### src/rtl/scm_tcdm_port_bridge.sv
// scm_tcdm_port_bridge
//   Initiator-side front end for the 3-read/2-write byte-enabled SCM register
//   file. Three TCDM-style slave ports are mapped onto the file ports:
//     p0 (read/write) -> read A / write A
//     p1 (read/write) -> read B / write B
//     p2 (read only)  -> read C
//   Grants are combinational. A same-address write from p0 and p1 in the same
//   cycle is resolved round-robin (rr_q: 0 = p0 wins, 1 = p1 wins). Responses
//   (r_valid/r_rdata) arrive one cycle after each grant, which matches the
//   file's registered read. Write responses return zero data.
//
//   Optional build macro SCM_BRIDGE_WR_FWD_EN: a read granted together with a
//   granted write to the same address returns the file data with the written
//   bytes (by BE) replaced, i.e. write-through. Without it the read returns
//   the pre-write contents.
//
//   Ports: clk, rst_n (async, active low); p0_*/p1_*/p2_* slave ports;
//   rf_rd_* / rf_wr_* register-file ports.
module scm_tcdm_port_bridge #(
  parameter int unsigned ADDR_WIDTH = 5,
  parameter int unsigned DATA_WIDTH = 64,
  parameter int unsigned NUM_BYTE   = DATA_WIDTH / 8
) (
  input  logic                  clk,
  input  logic                  rst_n,
  // port 0 (read/write)
  input  logic                  p0_req_i,
  output logic                  p0_gnt_o,
  input  logic                  p0_wen_i,
  input  logic [ADDR_WIDTH-1:0] p0_add_i,
  input  logic [DATA_WIDTH-1:0] p0_wdata_i,
  input  logic [NUM_BYTE-1:0]   p0_be_i,
  output logic                  p0_r_valid_o,
  output logic [DATA_WIDTH-1:0] p0_r_rdata_o,
  // port 1 (read/write)
  input  logic                  p1_req_i,
  output logic                  p1_gnt_o,
  input  logic                  p1_wen_i,
  input  logic [ADDR_WIDTH-1:0] p1_add_i,
  input  logic [DATA_WIDTH-1:0] p1_wdata_i,
  input  logic [NUM_BYTE-1:0]   p1_be_i,
  output logic                  p1_r_valid_o,
  output logic [DATA_WIDTH-1:0] p1_r_rdata_o,
  // port 2 (read only)
  input  logic                  p2_req_i,
  output logic                  p2_gnt_o,
  input  logic [ADDR_WIDTH-1:0] p2_add_i,
  output logic                  p2_r_valid_o,
  output logic [DATA_WIDTH-1:0] p2_r_rdata_o,
  // register file read ports
  output logic                  rf_rd_en_a_o,
  output logic                  rf_rd_en_b_o,
  output logic                  rf_rd_en_c_o,
  output logic [ADDR_WIDTH-1:0] rf_rd_addr_a_o,
  output logic [ADDR_WIDTH-1:0] rf_rd_addr_b_o,
  output logic [ADDR_WIDTH-1:0] rf_rd_addr_c_o,
  input  logic [DATA_WIDTH-1:0] rf_rd_data_a_i,
  input  logic [DATA_WIDTH-1:0] rf_rd_data_b_i,
  input  logic [DATA_WIDTH-1:0] rf_rd_data_c_i,
  // register file write ports
  output logic                  rf_wr_en_a_o,
  output logic                  rf_wr_en_b_o,
  output logic [ADDR_WIDTH-1:0] rf_wr_addr_a_o,
  output logic [ADDR_WIDTH-1:0] rf_wr_addr_b_o,
  output logic [DATA_WIDTH-1:0] rf_wr_data_a_o,
  output logic [DATA_WIDTH-1:0] rf_wr_data_b_o,
  output logic [NUM_BYTE-1:0]   rf_wr_be_a_o,
  output logic [NUM_BYTE-1:0]   rf_wr_be_b_o
);

  logic       rr_q;
  logic       wr_req_0, wr_req_1, collide;
  logic       gnt_0, gnt_1, gnt_2;
  logic       rd_en_a, rd_en_b, wr_en_a, wr_en_b;
  logic [2:0] r_valid_q, was_read_q;

  // Collision ignores BE: any two writes to the same word contend.
  assign wr_req_0 = p0_req_i & ~p0_wen_i;
  assign wr_req_1 = p1_req_i & ~p1_wen_i;
  assign collide  = wr_req_0 & wr_req_1 & (p0_add_i == p1_add_i);

  // rst_n gates the grants so nothing reaches the file while in reset.
  assign gnt_0 = rst_n & p0_req_i & ~(collide & rr_q);
  assign gnt_1 = rst_n & p1_req_i & ~(collide & ~rr_q);
  assign gnt_2 = rst_n & p2_req_i;

  assign p0_gnt_o = gnt_0;
  assign p1_gnt_o = gnt_1;
  assign p2_gnt_o = gnt_2;

  assign rd_en_a = gnt_0 & p0_wen_i;
  assign rd_en_b = gnt_1 & p1_wen_i;
  assign wr_en_a = gnt_0 & ~p0_wen_i;
  assign wr_en_b = gnt_1 & ~p1_wen_i;

  assign rf_rd_en_a_o   = rd_en_a;
  assign rf_rd_en_b_o   = rd_en_b;
  assign rf_rd_en_c_o   = gnt_2;
  assign rf_rd_addr_a_o = p0_add_i;
  assign rf_rd_addr_b_o = p1_add_i;
  assign rf_rd_addr_c_o = p2_add_i;

  assign rf_wr_en_a_o   = wr_en_a;
  assign rf_wr_en_b_o   = wr_en_b;
  assign rf_wr_addr_a_o = p0_add_i;
  assign rf_wr_addr_b_o = p1_add_i;
  assign rf_wr_data_a_o = p0_wdata_i;
  assign rf_wr_data_b_o = p1_wdata_i;
  assign rf_wr_be_a_o   = p0_be_i;
  assign rf_wr_be_b_o   = p1_be_i;

  always_ff @(posedge clk or negedge rst_n) begin
    if (!rst_n) begin
      rr_q       <= 1'b0;
      r_valid_q  <= '0;
      was_read_q <= '0;
    end else begin
      if (collide) rr_q <= ~rr_q;
      r_valid_q  <= {gnt_2, gnt_1, gnt_0};
      was_read_q <= {gnt_2, rd_en_b, rd_en_a};
    end
  end

  assign p0_r_valid_o = r_valid_q[0];
  assign p1_r_valid_o = r_valid_q[1];
  assign p2_r_valid_o = r_valid_q[2];

  logic [DATA_WIDTH-1:0] rd_data_a, rd_data_b, rd_data_c;

`ifdef SCM_BRIDGE_WR_FWD_EN
  // Per read port: capture the same-cycle write to the same address. A zero
  // BE mask means "no hit", so no separate hit flag is needed.
  logic [2:0]                 fwd_rd_en;
  logic [2:0][ADDR_WIDTH-1:0] fwd_rd_addr;
  logic [2:0][DATA_WIDTH-1:0] fwd_data_d, fwd_data_q;
  logic [2:0][NUM_BYTE-1:0]   fwd_be_d, fwd_be_q;

  assign fwd_rd_en   = {gnt_2, rd_en_b, rd_en_a};
  assign fwd_rd_addr = {p2_add_i, p1_add_i, p0_add_i};

  always_comb begin
    fwd_data_d = '0;
    fwd_be_d   = '0;
    for (int unsigned i = 0; i < 3; i++) begin
      if (fwd_rd_en[i] && wr_en_a && (p0_add_i == fwd_rd_addr[i])) begin
        fwd_data_d[i] = p0_wdata_i;
        fwd_be_d[i]   = p0_be_i;
      end else if (fwd_rd_en[i] && wr_en_b && (p1_add_i == fwd_rd_addr[i])) begin
        fwd_data_d[i] = p1_wdata_i;
        fwd_be_d[i]   = p1_be_i;
      end
    end
  end

  always_ff @(posedge clk or negedge rst_n) begin
    if (!rst_n) begin
      fwd_data_q <= '0;
      fwd_be_q   <= '0;
    end else begin
      fwd_data_q <= fwd_data_d;
      fwd_be_q   <= fwd_be_d;
    end
  end

  function automatic logic [DATA_WIDTH-1:0] fwd_merge(
    input logic [DATA_WIDTH-1:0] base,
    input logic [DATA_WIDTH-1:0] fwd,
    input logic [NUM_BYTE-1:0]   be
  );
    logic [DATA_WIDTH-1:0] res;
    res = base;
    for (int unsigned b = 0; b < NUM_BYTE; b++) begin
      if (be[b]) res[b*8 +: 8] = fwd[b*8 +: 8];
    end
    return res;
  endfunction

  assign rd_data_a = fwd_merge(rf_rd_data_a_i, fwd_data_q[0], fwd_be_q[0]);
  assign rd_data_b = fwd_merge(rf_rd_data_b_i, fwd_data_q[1], fwd_be_q[1]);
  assign rd_data_c = fwd_merge(rf_rd_data_c_i, fwd_data_q[2], fwd_be_q[2]);
`else
  assign rd_data_a = rf_rd_data_a_i;
  assign rd_data_b = rf_rd_data_b_i;
  assign rd_data_c = rf_rd_data_c_i;
`endif

  // was_read_q is clear after reset and after write grants, giving zero data.
  assign p0_r_rdata_o = was_read_q[0] ? rd_data_a : '0;
  assign p1_r_rdata_o = was_read_q[1] ? rd_data_b : '0;
  assign p2_r_rdata_o = was_read_q[2] ? rd_data_c : '0;

endmodule
### config.mk
export PLATFORM = sky130hd
export DESIGN_NAME = scm_tcdm_port_bridge
export DESIGN_NICKNAME = d
export VERILOG_FILES = /design/src/rtl/scm_tcdm_port_bridge.sv
export SDC_FILE = /design/constraint.sdc
export NUM_CORES = 1
export LEC_CHECK = 0
export BUFFER_PORTS_ARGS = -buffer_cell sky130_fd_sc_hd__buf_2
export CAP_MARGIN = 20
export CORE_AREA = 5 5 283 285
export DETAILED_ROUTE_END_ITERATION = 10
export DIE_AREA = 0 0 288 290
export PLACE_DENSITY = 0.3
export SLEW_MARGIN = 20
export SYNTH_ARGS = -nofsm -noshare
export SYNTH_HDL_FRONTEND = slang
export SYNTH_SLANG_ARGS = --single-unit
### constraint.sdc
create_clock -name clk -period 1.2 [get_ports clk]
set_input_delay 0.18 -clock clk [delete_from_list [all_inputs] [get_ports clk]]
set_output_delay 0.18 -clock clk [all_outputs]
set_load 0.02 [all_outputs]
# Word-level counts from Yosys, hierarchy flattened
# Cells that the tools add are included.
op_classes:
  n_eq_ne: 1
  mux: 3
  bitwise_logic: 20
ops:
  columns: ["operator", "n"]
  rows:
  - ["64-bit two-way mux", 3]
  - ["1-bit AND", 15]
  - ["5-bit equality test", 1]
  - ["1-bit NOT", 5]
totals:
  register_bits: 7

# Depth between registers and ports, before layout
logic_depth:
  word_depth: 8
  ltp_mapped: 4
  depth_no_buf: 4

# Worst setup path before layout
# Ideal clock, no wire load.
synth_timing:
  path_type: "input port to output port"
  startpoint: "input p1_add_i[2]"
  endpoint: "output rf_wr_en_a_o"
  arrival_ns: 1.072
  t_required_ns: 1.020
  path_slack_ns: -0.052
  cell_stages: 3
  n_path_buf: 0
  cell_sequence: "xor2_1 > nor4_4 > a211oi_1"
synth_via:
  elab_chain_len: 6
synth_lines:
  columns: ["item", "line_no", "source"]
  rows:
  - ["start: declaration", "39", "input logic [ADDR_WIDTH-1:0] p1_add_i,"]
  - ["5-bit equality test", "80", "assign collide = wr_req_0 & wr_req_1 & (p0_add_i == p1_add_i);"]
  - ["1-bit AND", "80", null]
  - ["1-bit AND", "83", "assign gnt_0 = rst_n & p0_req_i & ~(collide & rr_q);"]
  - ["1-bit NOT", "83", null]
  - ["1-bit AND", "83", null]
  - ["1-bit AND", "93", "assign wr_en_a = gnt_0 & ~p0_wen_i;"]
  - ["end: declaration", "61", "output logic rf_wr_en_a_o,"]
# Every way passes these cells.

# Worst setup path in the final report
layout_timing:
  startpoint: "input p0_wen_i"
  endpoint: "output rf_wr_en_a_o"
layout_via:
  elab_chain_len: 8
layout_lines:
  columns: ["item", "line_no", "source"]
  rows:
  - ["start: declaration", "29", "input logic p0_wen_i,"]
  - ["1-bit NOT *", "78, 93", null]
  - ["1-bit AND", "78", "assign wr_req_0 = p0_req_i & ~p0_wen_i;"]
  - ["1-bit AND (2 in a row)", "80", null]
  - ["1-bit AND", "83", null]
  - ["1-bit NOT", "83", null]
  - ["1-bit AND", "83", null]
  - ["1-bit AND *", "93", null]
# Mark *: on every way between the ends. The rest lies on a longest branch, timed or not.

==> metrics.md <==
| Metric | Value |
|---|---|
| Status | finished with violations |
| Failing checks | negative setup slack |
| Worst r2r src | rr_q$_DFFE_PN0N_ |
| Via Count | about 4000 |
| Synth Net Count | 764 |
| Initial Utilization | 3.69% |
| Vias per cell | between 2 and 2.5 |
| DIE WIDTH | 288 um |
| Detailed-route DRC error count | 0 |
| GRT Total Usage | between 5 and 6% |
| Synthesis-stage register bit count | 6 |
| Post-Synth Adder-Cell Area | 0% |
| Drt pass-1 iters | 4 |
| Final Hold Viols | 0 |
| CTS buffer count | 3 |
| Fin crit period | around 1.6 ns |
| Largest net degree at the start of global routing | 14 |
| Xor/xnor share of the synthesized area | under 10% |
| Layout cells sized above 1 | 97.3% |
| Antenna-violating nets left | 0 |
| Yosys top cell area share | 44.9% |
| Largest family of logic cells by synthesized area | buffers and inverters |
| Worst skew pair latency | 0.23 ns |
| Number of global-route vias before repair | approximately 4300 |
| Clk buf depth | 2 |
| HP Class | in2reg |
| Worst setup EP type | output pin |
| Io pins | 730 |
| Clock root cell | clkbuf_16 |
| Hold Startpoint | rst_n |
| CTS tree | yes |
| Post-DP Area | about 5200 um2 |
| Synth Flop Type | dfrtp_1 |
| Core Region | around 77000 um2 |
| Final WL | about 25000 um |
| Simple-gate share of the synthesized area | 44.4% |
| VDD IR-drop max | between 0.3 and 0.4 mV |
| Final hold slack | between 0.2 and 0.3 ns |
| Worst-Margin Slew | 0.322 ns |
| R2R Path End | r_valid_q[1]$_DFF_PN0_ |
| Sequential-to-total area share from yosys stat | under 10% |
| Post-Syn Instances | between 400 and 500 |
| Setup Viol. Count Final | ~200 |
| Netlist cell types | 15 |
| Number of H-tree levels | 1 |
| Worst setup SP type | input pin |
| Hpwl dp | 16900 um |
| Most common cell in the netlist | and2_1 |
| Final nets | 1069 |
| Post-Syn Area per Cell | between 7 and 8 um2 |
| Final Core Density | about a tenth |
| Ranking of synthesized cells by area | buf_4 45%, and2_1 42%, dfrtp_1 5.3% |
| # rows | 102 |
| Hold path endpoint | r_valid_q[1]$_DFF_PN0_ |
| Clock-pin slew on the worst setup and hold paths | 0.03 ns |
| Pins Over Slew Limit | 0 |
| CP max FO | 5 |
| Grt ovf | 0 |
| Synth Cell Area | about 2800 um2 |
| Reg2reg path depth | 2 |
| Sink Count | 6 |
| EDFF count, synth | 0 |
| Power density over the cells | 374 nW/um2 |
| Max Clock Skew | 0.00255 ns |
| Layout area overhead | 171% |
| RD Place Congestion | about 0.83 |
| Critical Path RT | a little over 1 ns |
| Post-synth ARST share | 100% |
| Total power | slightly below 3 mW |
| P_leak | 3.60 nW |
| Synth warn | 0 |
| Post-layout instance area | 7720 um2 |
| Fillcell total | approximately 8900 |
| Part of the cycle the worst path needs | 132% |
| Slew margin rel. | about four fifths |
| Worst Setup Path Type | in2out |
| Die area | roughly 84000 um2 |
| Hold depth | 3 |
| Die height | 290 um |
| First-pass GRT wire length | approximately 31000 um |
| Synth Area in Compound Gates | less than 1% |
| Area leader, netlist | buf_4 |
| Port Buffers | 431 |
| Most frequent cells after synthesis | 193 x and2_1, 170 x buf_4, 18 x clkbuf_1, 6 x dfrtp_1, 4 x xnor2_1 |
| DRT iter0 DRCs | 97 |
| Initial antenna violation count | 11 |
| WL/cell | ~14 um |
| Fin worst setup slack | -0.383 ns |
| Max frequency | 632 MHz |
| Multiplexer share of the synthesized area | 0% |
| Unrepaired setup endpoints after global routing | yes |
| Worst Path Arrival | around 1.4 ns |
| Setup slack, reg-to-reg | around 0.36 ns |
| Max Cap Violations | 0 |
-- critical path, stage by stage --
cell      delay (ns)
buf_8           0.10
nor2_4          0.17
buf_6           0.14
nand4_1         0.13
nor4_4          0.23
buf_12          0.18
a211oi_1        0.08
buf_4           0.18
-- layout make-up --
class | count | area [um2] | area share (%)
repair buffers | 488 | 4310 | 55.8
multi-input cells | 211 | 1860 | 24.1
well taps | 1040 | 1300 | 16.8
flip-flops and latches | 6 | 159 | 2.06
clock buffers | 4 | 78.8 | 1.02
diodes | 4 | 10.0 | 0.130
inverters | 1 | 3.75 | 0.0486
-- through the flow --
stage,TNS [ns],setup WS (ns),cells
finish,-54.61,-0.383,1754
global route,-60.91,-0.521,1754
CTS,-66.28,-0.456,1752
detailed placement,-4.58,-0.735,1709
global placement,-4.26,-0.708,1709
floorplan,-0.105,-0.0523,406
-- registers in the layout (all words and copies together) (netlist names) --
| signal | flops |
|---|---|
| r_valid_q | 3 |
| was_read_q | 2 |
| rr_q | 1 |
-- per-layer routing --
layer | wire length (um) | global-route usage [%]
met5 | 13 | 0.0581
met2 | 11600 | 8.70
met4 | 972 | 2.28
met3 | 3540 | 2.19
met1 | 8480 | 5.33
-- worst max-delay path by stage --
stage,startpoint,end,depth (start not counted)
2_1_floorplan,p1_add_i[2],rf_wr_en_a_o,3
3_3_place_gp,p0_wen_i,p1_gnt_o,8
3_5_place_dp,p0_wen_i,p1_gnt_o,8
4_1_cts,p0_wen_i,rf_wr_en_a_o,8
5_1_grt,p0_wen_i,rf_wr_en_a_o,8
6_report,p0_wen_i,rf_wr_en_a_o,8
-- logic make-up after synthesis --
kind of cell	Yosys count
flip-flops	6
XOR/XNOR	6
buffers and inverters	189
AND/OR/NAND/NOR	201
AO/OA/AOI/OAI	4
-- timing repair --
action	4_1_cts	5_1_grt
cloned	21	2
resized for setup	408	255
setup buffers	17	12
endpoints found under the hold margin	6	0
setup endpoints to repair	200	200
pin swaps	2	6
hold buffers	1	0
-- layout by cell type, fill, tap and decap left out, types with 3 or more instances in the layout --
cell type / n
and2_4: 192
buf_16: 10
buf_8: 11
buf_2: 232
diode_2: 4
buf_12: 10
buf_6: 209
clkbuf_16: 5
xnor2_1: 3
buf_4: 13
nand2_1: 3
dfrtp_1: 3
-- power breakdown --
part	total [mW]	switching [mW]	internal (mW)
clock	0.556	0.115	0.441
sequential	0.241	0.0225	0.218
combinational	2.09	0.942	1.15
total	2.89	1.08	1.81
Power figures use the tool's default switching activity.
